[config.mk]
export PLATFORM = sky130hd
export DESIGN_NAME = fig_09_cache_flush_flat
export DESIGN_NICKNAME = d
export VERILOG_FILES = /design/src/rtl/fig_09_cache_flush_if.sv /design/src/rtl/fig_09_cache_flush.sv /design/src/flat_wrapper.sv
export SDC_FILE = /design/constraint.sdc
export NUM_CORES = 1
export LEC_CHECK = 0
export BUFFER_PORTS_ARGS = -buffer_cell sky130_fd_sc_hd__buf_2
export CORE_MARGIN = 2
export CORE_UTILIZATION = 47
export CTS_BUF_LIST = sky130_fd_sc_hd__clkbuf_16
export DETAILED_ROUTE_END_ITERATION = 8
export GPL_ROUTABILITY_DRIVEN = 0
export PLACE_DENSITY = 0.71
export SLEW_MARGIN = 5
export SYNTH_ARGS = -nofsm -noshare
export SYNTH_HDL_FRONTEND = slang
export SYNTH_SLANG_ARGS = --single-unit
[constraint.sdc]
create_clock -name clk -period 8.35 [get_ports clk]
set_clock_uncertainty 0.1 [all_clocks]
set_input_delay 1.2525 -clock clk [delete_from_list [all_inputs] [get_ports clk]]
set_output_delay 1.2525 -clock clk [all_outputs]
set_load 0.02 [all_outputs]
[src/rtl/fig_09_cache_flush_if.sv]
// RAM bus between the cache-flush engine (master) and the frame-buffer RAM port (slave).
// Request, write strobe, address and write data stay valid until ram_ack; read data is valid in the ack cycle.
interface fig_09_cache_flush_if;
  logic        ram_req;
  logic        ram_we;
  logic [16:0] ram_addr;
  logic [7:0]  ram_wdata;
  logic        ram_ack;
  logic [7:0]  ram_rdata;

  modport master (
    output ram_req, ram_we, ram_addr, ram_wdata,
    input  ram_ack, ram_rdata
  );

  modport slave (
    input  ram_req, ram_we, ram_addr, ram_wdata,
    output ram_ack, ram_rdata
  );
endinterface

[src/rtl/fig_09_cache_flush.sv]
// Pixel-cache row write-back: read-modify-write of each bit plane under the pending mask.
// Optional macro FLUSH_SKIP_READ_EN: when every pixel is pending, planes are written without the read.
module fig_09_cache_flush (
  input  logic                       clk,
  input  logic                       reset,
  input  logic                       flush,
  input  logic [7:0]                 bpr,
  input  logic [63:0]                dump,
  input  logic [1:0]                 bpp_mode,
  input  logic [16:0]                base_addr,
  fig_09_cache_flush_if.master       ram,
  output logic                       busy,
  output logic                       done,
  output logic                       clr_bpr
);

  typedef enum logic [2:0] {IDLE, RD, WR, NEXT, FIN} state_t;

  state_t      state_reg;
  logic [2:0]  p_reg;
  logic [7:0]  bpr_reg;
  logic [63:0] dump_reg;
  logic [1:0]  bpp_reg;
  logic [16:0] base_reg;
  logic        req_reg;
  logic        we_reg;
  logic [16:0] addr_reg;
  logic [7:0]  wdata_reg;
  logic        busy_reg;
  logic        done_reg;
  logic        clr_reg;
  logic        skip_now;
  logic        skip_lat;
  logic [2:0]  p_next;

`ifdef FLUSH_SKIP_READ_EN
  assign skip_now = (bpr == 8'hFF);
  assign skip_lat = (bpr_reg == 8'hFF);
`else
  assign skip_now = 1'b0;
  assign skip_lat = 1'b0;
`endif

  assign p_next = p_reg + 3'd1;

  // Plane pairs share a 16-byte stride; odd planes sit one byte above their even partner.
  function automatic logic [16:0] plane_addr(input logic [16:0] base, input logic [2:0] p);
    return base + {11'd0, p[2:1], 4'd0} + {16'd0, p[0]};
  endfunction

  function automatic logic [7:0] plane_byte(input logic [63:0] d, input logic [2:0] p);
    return d[{p, 3'b000} +: 8];
  endfunction

  function automatic logic [7:0] merge(input logic [7:0] d, input logic [7:0] r, input logic [7:0] m);
    return (d & m) | (r & ~m);
  endfunction

  function automatic logic [2:0] last_plane(input logic [1:0] mode);
    return mode[1] ? 3'd7 : (mode[0] ? 3'd3 : 3'd1);
  endfunction

  always_ff @(posedge clk or posedge reset) begin
    if (reset) begin
      state_reg <= IDLE;
      p_reg     <= 3'd0;
      bpr_reg   <= 8'd0;
      dump_reg  <= 64'd0;
      bpp_reg   <= 2'd0;
      base_reg  <= 17'd0;
      req_reg   <= 1'b0;
      we_reg    <= 1'b0;
      addr_reg  <= 17'd0;
      wdata_reg <= 8'd0;
      busy_reg  <= 1'b0;
      done_reg  <= 1'b0;
      clr_reg   <= 1'b0;
    end else begin
      done_reg <= 1'b0;
      clr_reg  <= 1'b0;
      case (state_reg)
        IDLE: begin
          if (flush) begin
            bpr_reg  <= bpr;
            dump_reg <= dump;
            bpp_reg  <= bpp_mode;
            base_reg <= base_addr;
            p_reg    <= 3'd0;
            busy_reg <= 1'b1;
            if (bpr == 8'h00) begin
              state_reg <= FIN;
            end else begin
              req_reg  <= 1'b1;
              addr_reg <= plane_addr(base_addr, 3'd0);
              if (skip_now) begin
                state_reg <= WR;
                we_reg    <= 1'b1;
                wdata_reg <= merge(dump[7:0], 8'h00, bpr);
              end else begin
                state_reg <= RD;
              end
            end
          end
        end
        RD: begin
          if (ram.ram_ack) begin
            state_reg <= WR;
            we_reg    <= 1'b1;
            wdata_reg <= merge(plane_byte(dump_reg, p_reg), ram.ram_rdata, bpr_reg);
          end
        end
        WR: begin
          if (ram.ram_ack) begin
            state_reg <= NEXT;
            req_reg   <= 1'b0;
            we_reg    <= 1'b0;
            wdata_reg <= 8'd0;
          end
        end
        NEXT: begin
          p_reg <= p_next;
          if (p_reg == last_plane(bpp_reg)) begin
            state_reg <= FIN;
          end else begin
            req_reg  <= 1'b1;
            addr_reg <= plane_addr(base_reg, p_next);
            if (skip_lat) begin
              state_reg <= WR;
              we_reg    <= 1'b1;
              wdata_reg <= merge(plane_byte(dump_reg, p_next), 8'h00, bpr_reg);
            end else begin
              state_reg <= RD;
            end
          end
        end
        FIN: begin
          done_reg  <= 1'b1;
          clr_reg   <= 1'b1;
          busy_reg  <= 1'b0;
          state_reg <= IDLE;
        end
        default: state_reg <= IDLE;
      endcase
    end
  end

  assign ram.ram_req   = req_reg;
  assign ram.ram_we    = we_reg;
  assign ram.ram_addr  = addr_reg;
  assign ram.ram_wdata = wdata_reg;
  assign busy          = busy_reg;
  assign done          = done_reg;
  assign clr_bpr       = clr_reg;

endmodule

[src/flat_wrapper.sv]
// flat-port wrapper written by rule: the top's interface ports become plain ports
module fig_09_cache_flush_flat 
  (clk, reset, flush, bpr, dump, bpp_mode, base_addr, busy, done, clr_bpr, ram_ram_req, ram_ram_we, ram_ram_addr, ram_ram_wdata, ram_ram_ack, ram_ram_rdata);
  fig_09_cache_flush_if ram_i ();
  input  logic clk;
  input  logic reset;
  input  logic flush;
  input  logic [7:0] bpr;
  input  logic [63:0] dump;
  input  logic [1:0] bpp_mode;
  input  logic [16:0] base_addr;
  output logic busy;
  output logic done;
  output logic clr_bpr;
  output wire logic [$bits(ram_i.ram_req)-1:0] ram_ram_req;
  output wire logic [$bits(ram_i.ram_we)-1:0] ram_ram_we;
  output wire logic [$bits(ram_i.ram_addr)-1:0] ram_ram_addr;
  output wire logic [$bits(ram_i.ram_wdata)-1:0] ram_ram_wdata;
  input wire logic [$bits(ram_i.ram_ack)-1:0] ram_ram_ack;
  input wire logic [$bits(ram_i.ram_rdata)-1:0] ram_ram_rdata;
  assign ram_ram_req = ram_i.ram_req;
  assign ram_ram_we = ram_i.ram_we;
  assign ram_ram_addr = ram_i.ram_addr;
  assign ram_ram_wdata = ram_i.ram_wdata;
  assign ram_i.ram_ack = ram_ram_ack;
  assign ram_i.ram_rdata = ram_ram_rdata;
  fig_09_cache_flush u_core (.clk(clk), .reset(reset), .flush(flush), .bpr(bpr), .dump(dump), .bpp_mode(bpp_mode), .base_addr(base_addr), .ram(ram_i), .busy(busy), .done(done), .clr_bpr(clr_bpr));
endmodule
==> impl_metrics.py <==
metrics = {
    "worst_setup_path": {
        "crit_type": "reg2reg",
        "crit_required_ps": 8520,
        "crit_fanout": 21,
        "critPathBufInv": 0,
        "worstSetupEndpointType": "register",
        "worst_path_largest_cell_delay_ps": 1030,
        "worstPathCellList": "ha_1, xor2_1, ha_1, nand3_1, o21ai_1, nand4_1, xor2_1, o221ai_2",
        "crit_arrival_ps": 3350,
        "start_kind": "register",
        "critPathTopFamily": "flip-flops",
        "slowest_stage": "dfrtp_1",
    },
    "timing": {
        "tightestPinTransition_ps": 1050,
        "fin_crit_sh_pct": 38.1,
        "fin_crit_ps": 3180,
        "hold_violations": 0,
        "hold_slack_ps": 374,
        "finalSetupTns_ps": 0,
        "rsz0062_at_grt": "false",
        "clock.fmax_mhz": 314,
        "slew_viol_final": 0,
        "relSlewSlack_pct": 30.1,
        "setup_viol": 0,
    },
    "routing": {
        "wire_per_inst_um": 17.2,
        "totalWireLength_mm": 13.1,
        "routed_via_density": 5.21,
        "wl_met2_mm": 6.25,
        "met3WireLength_um": 615,
        "first_pass_iters": 4,
        "drtIter0Drc": 144,
        "drcViolationCount": 0,
        "route.top_layer_used": "met4",
        "met1_length_mm": 5.92,
        "routed-via-count": 3968,
        "ant_nets": 0,
    },
    "placement": {
        "post-dp-hpwl_mm": 9.26,
        "dpl_cell_area_um2": 6730,
        "port_buffers": 132,
    },
    "global_route": {
        "grt_pass1_vias": 4284,
        "antenna_found_initial": 0,
        "grt_max_degree": 67,
        "grt-ovfl-total": 0,
        "grt_pass1_wl_mm": 21.7,
        "track_usage_pct": 20.2,
    },
    "pwr": {
        "switching_power_mw": 1.04,
        "power_frac_seq_pct": 38.8,
        "comb_power_share_pct": 40.7,
        "power_frac_clock_pct": 20.5,
        "switching_share_pct": 35.6,
        "p_per_area_nw_per_um2": 405,
        "p_leak_nw": 3.26,
        "power.internal_mw": 1.87,
        "vdd_drop_max_mv": 0.194,
    },
    "finish": {
        "drive_gt1_share_pct": 50.9,
        "final_area_um2": 7190,
        "layout.nets": 689,
        "multi_input_area_um2": 2640,
        "antenna_cells": 0,
        "regArea_um2": 3150,
        "fill_cells": 1084,
        "syn2layout_area_growth_pct": 18.5,
        "largest_reg_flops": 64,
    },
    "clocking": {
        "clk_path_buf_depth": 2,
        "cts_sinks": 126,
        "cts_max_level": 4,
        "cts_hold_buf": 0,
        "cts-buffers-inserted": 17,
        "cts_resized": 0,
        "clk_latency_ps": 420,
        "clockRootBuffer": "clkbuf_16",
        "clk_pin_slew_ps": 50,
        "post_cts_buffers": 0,
        "tritoncts": "yes",
    },
    "min_path": {
        "hold_path_class": "reg2reg",
    },
    "synth": {
        "synth-seq-cells": 126,
        "syn_area_per_cell_um2": 13.4,
        "synthDistinctLibCells": 39,
        "synth_seq_area_share_pct": 51.9,
        "synthFlopType": "dfrtp_1",
        "synth_warnings": 0,
        "synthTopCellsByCount": "dfrtp_1, mux2_2, nand2_1",
        "netlist_instances": 453,
        "synth_top_area_share_pct": 51.9,
        "synthArstFlopShare_pct": 100,
        "yosysTopAreaCell": "dfrtp_1",
        "yosysMostFrequentCell": "dfrtp_1",
        "yosys-top-cells-area": "dfrtp_1, mux2_2, mux4_2",
        "synth_edf_count": 0,
        "synth_nets": 561,
        "synthesis.area_um2": 6070,
    },
    "floorplan": {
        "core_area_um2": 12600,
        "num_io_pins": 133,
        "initial_core_util_pct": 48.1,
        "die_w_um": 118,
        "dieArea_um2": 13800,
        "die_y_um": 118,
        "rows": 41,
    },
    "run": {
        "cap_viol_max_count": 0,
    },
    "run_status": {
        "outcome": "finished clean",
    },
}
## cell usage in the layout, fill, tap and decap left out, types with 6 or more instances in the layout
| cell | count |
|---|---|
| a21oi_1 | 6 |
| buf_2 | 132 |
| clkbuf_16 | 17 |
| dfrtp_1 | 126 |
| inv_1 | 9 |
| mux2_2 | 91 |
| mux2i_1 | 11 |
| mux4_2 | 16 |
| nand2_1 | 47 |
| nand2_2 | 13 |
| nand3_1 | 11 |
| nor2_1 | 8 |
| o21ai_0 | 13 |
| o21ai_1 | 13 |
| o21ai_2 | 6 |
| o221ai_2 | 10 |
| xor2_1 | 15 |
## final timing paths
check / slack, ps / cells after the start / from / to
max: 5170 / 8 / u_core.p_reg[1] / u_core.ram.ram_addr[16]
min: 370 / 2 / u_core.ram.ram_wdata[6] / u_core.ram.ram_wdata[6]
max reg2reg: 5170 / 8 / u_core.p_reg[1] / u_core.ram.ram_addr[16]
min reg2reg: 370 / 2 / u_core.ram.ram_wdata[6] / u_core.ram.ram_wdata[6]
max in group asynchronous: 5960 / 3 / reset / u_core.ram.ram_addr[3]
min in group asynchronous: 890 / 2 / reset / u_core.dump_reg[50]
## final cells by class
| cell class | count | area share, % |
|---|---|---|
| clock buffers | 17 | 5.92 |
| clock inverters | 10 | 0.557 |
| inverters | 6 | 0.348 |
| multi-input cells | 293 | 36.6 |
| flip-flops and latches | 126 | 43.8 |
| well taps | 172 | 2.99 |
| repair buffers | 137 | 9.71 |
## power groups by stage
stage / Clock, mW / Sequential, mW / Combinational, mW
4_1_cts: 0.608 / 1.13 / 1.20
3_3_place_gp: 0 / 1.11 / 1.15
6_report: 0.598 / 1.13 / 1.18
2_1_floorplan: 0 / 1.14 / 0.949
5_1_grt: 0.641 / 1.17 / 1.29
3_5_place_dp: 0 / 1.14 / 1.19
## kinds of logic after synthesis
| logic type | count (synthesis) | share of synthesized area (%) |
|---|---|---|
| buffers and inverters | 34 | 4.64 |
| and+or+nand+nor | 96 | 7.79 |
| AOI/OAI and AO/OA | 56 | 7.26 |
| muxes | 119 | 24.9 |
| adders and majority gates | 5 | 1.03 |
| xor gates and xnor gates | 17 | 2.45 |
| DFF | 126 | 51.9 |
## per-layer routing
metal | vias up | global-route usage (%)
li1 | 1871 | -
met1 | 1972 | 26.5
met2 | 100 | 31.6
met3 | 25 | 5.47
met4 | 0 | 8.66
met5 | - | 0
## tightest hold or removal path, cell delays in order, from the launching register on
cell	delay, ps
dfrtp_1	330
nand2_1	50
o21ai_0	60
## per-stage QoR
step                      utilization, %  instances  power [mW]  setup WS (ps)
after floorplan                        -        453        2.09           3640
after global placement              53.3        734        2.27           5130
after detailed placement            53.3        734        2.33           5080
after CTS                           57.0        761        2.93           5210
after global routing                57.0        761        3.10           4990
final                               57.0        761        2.91           5170
(Power assumes the default switching activity.)
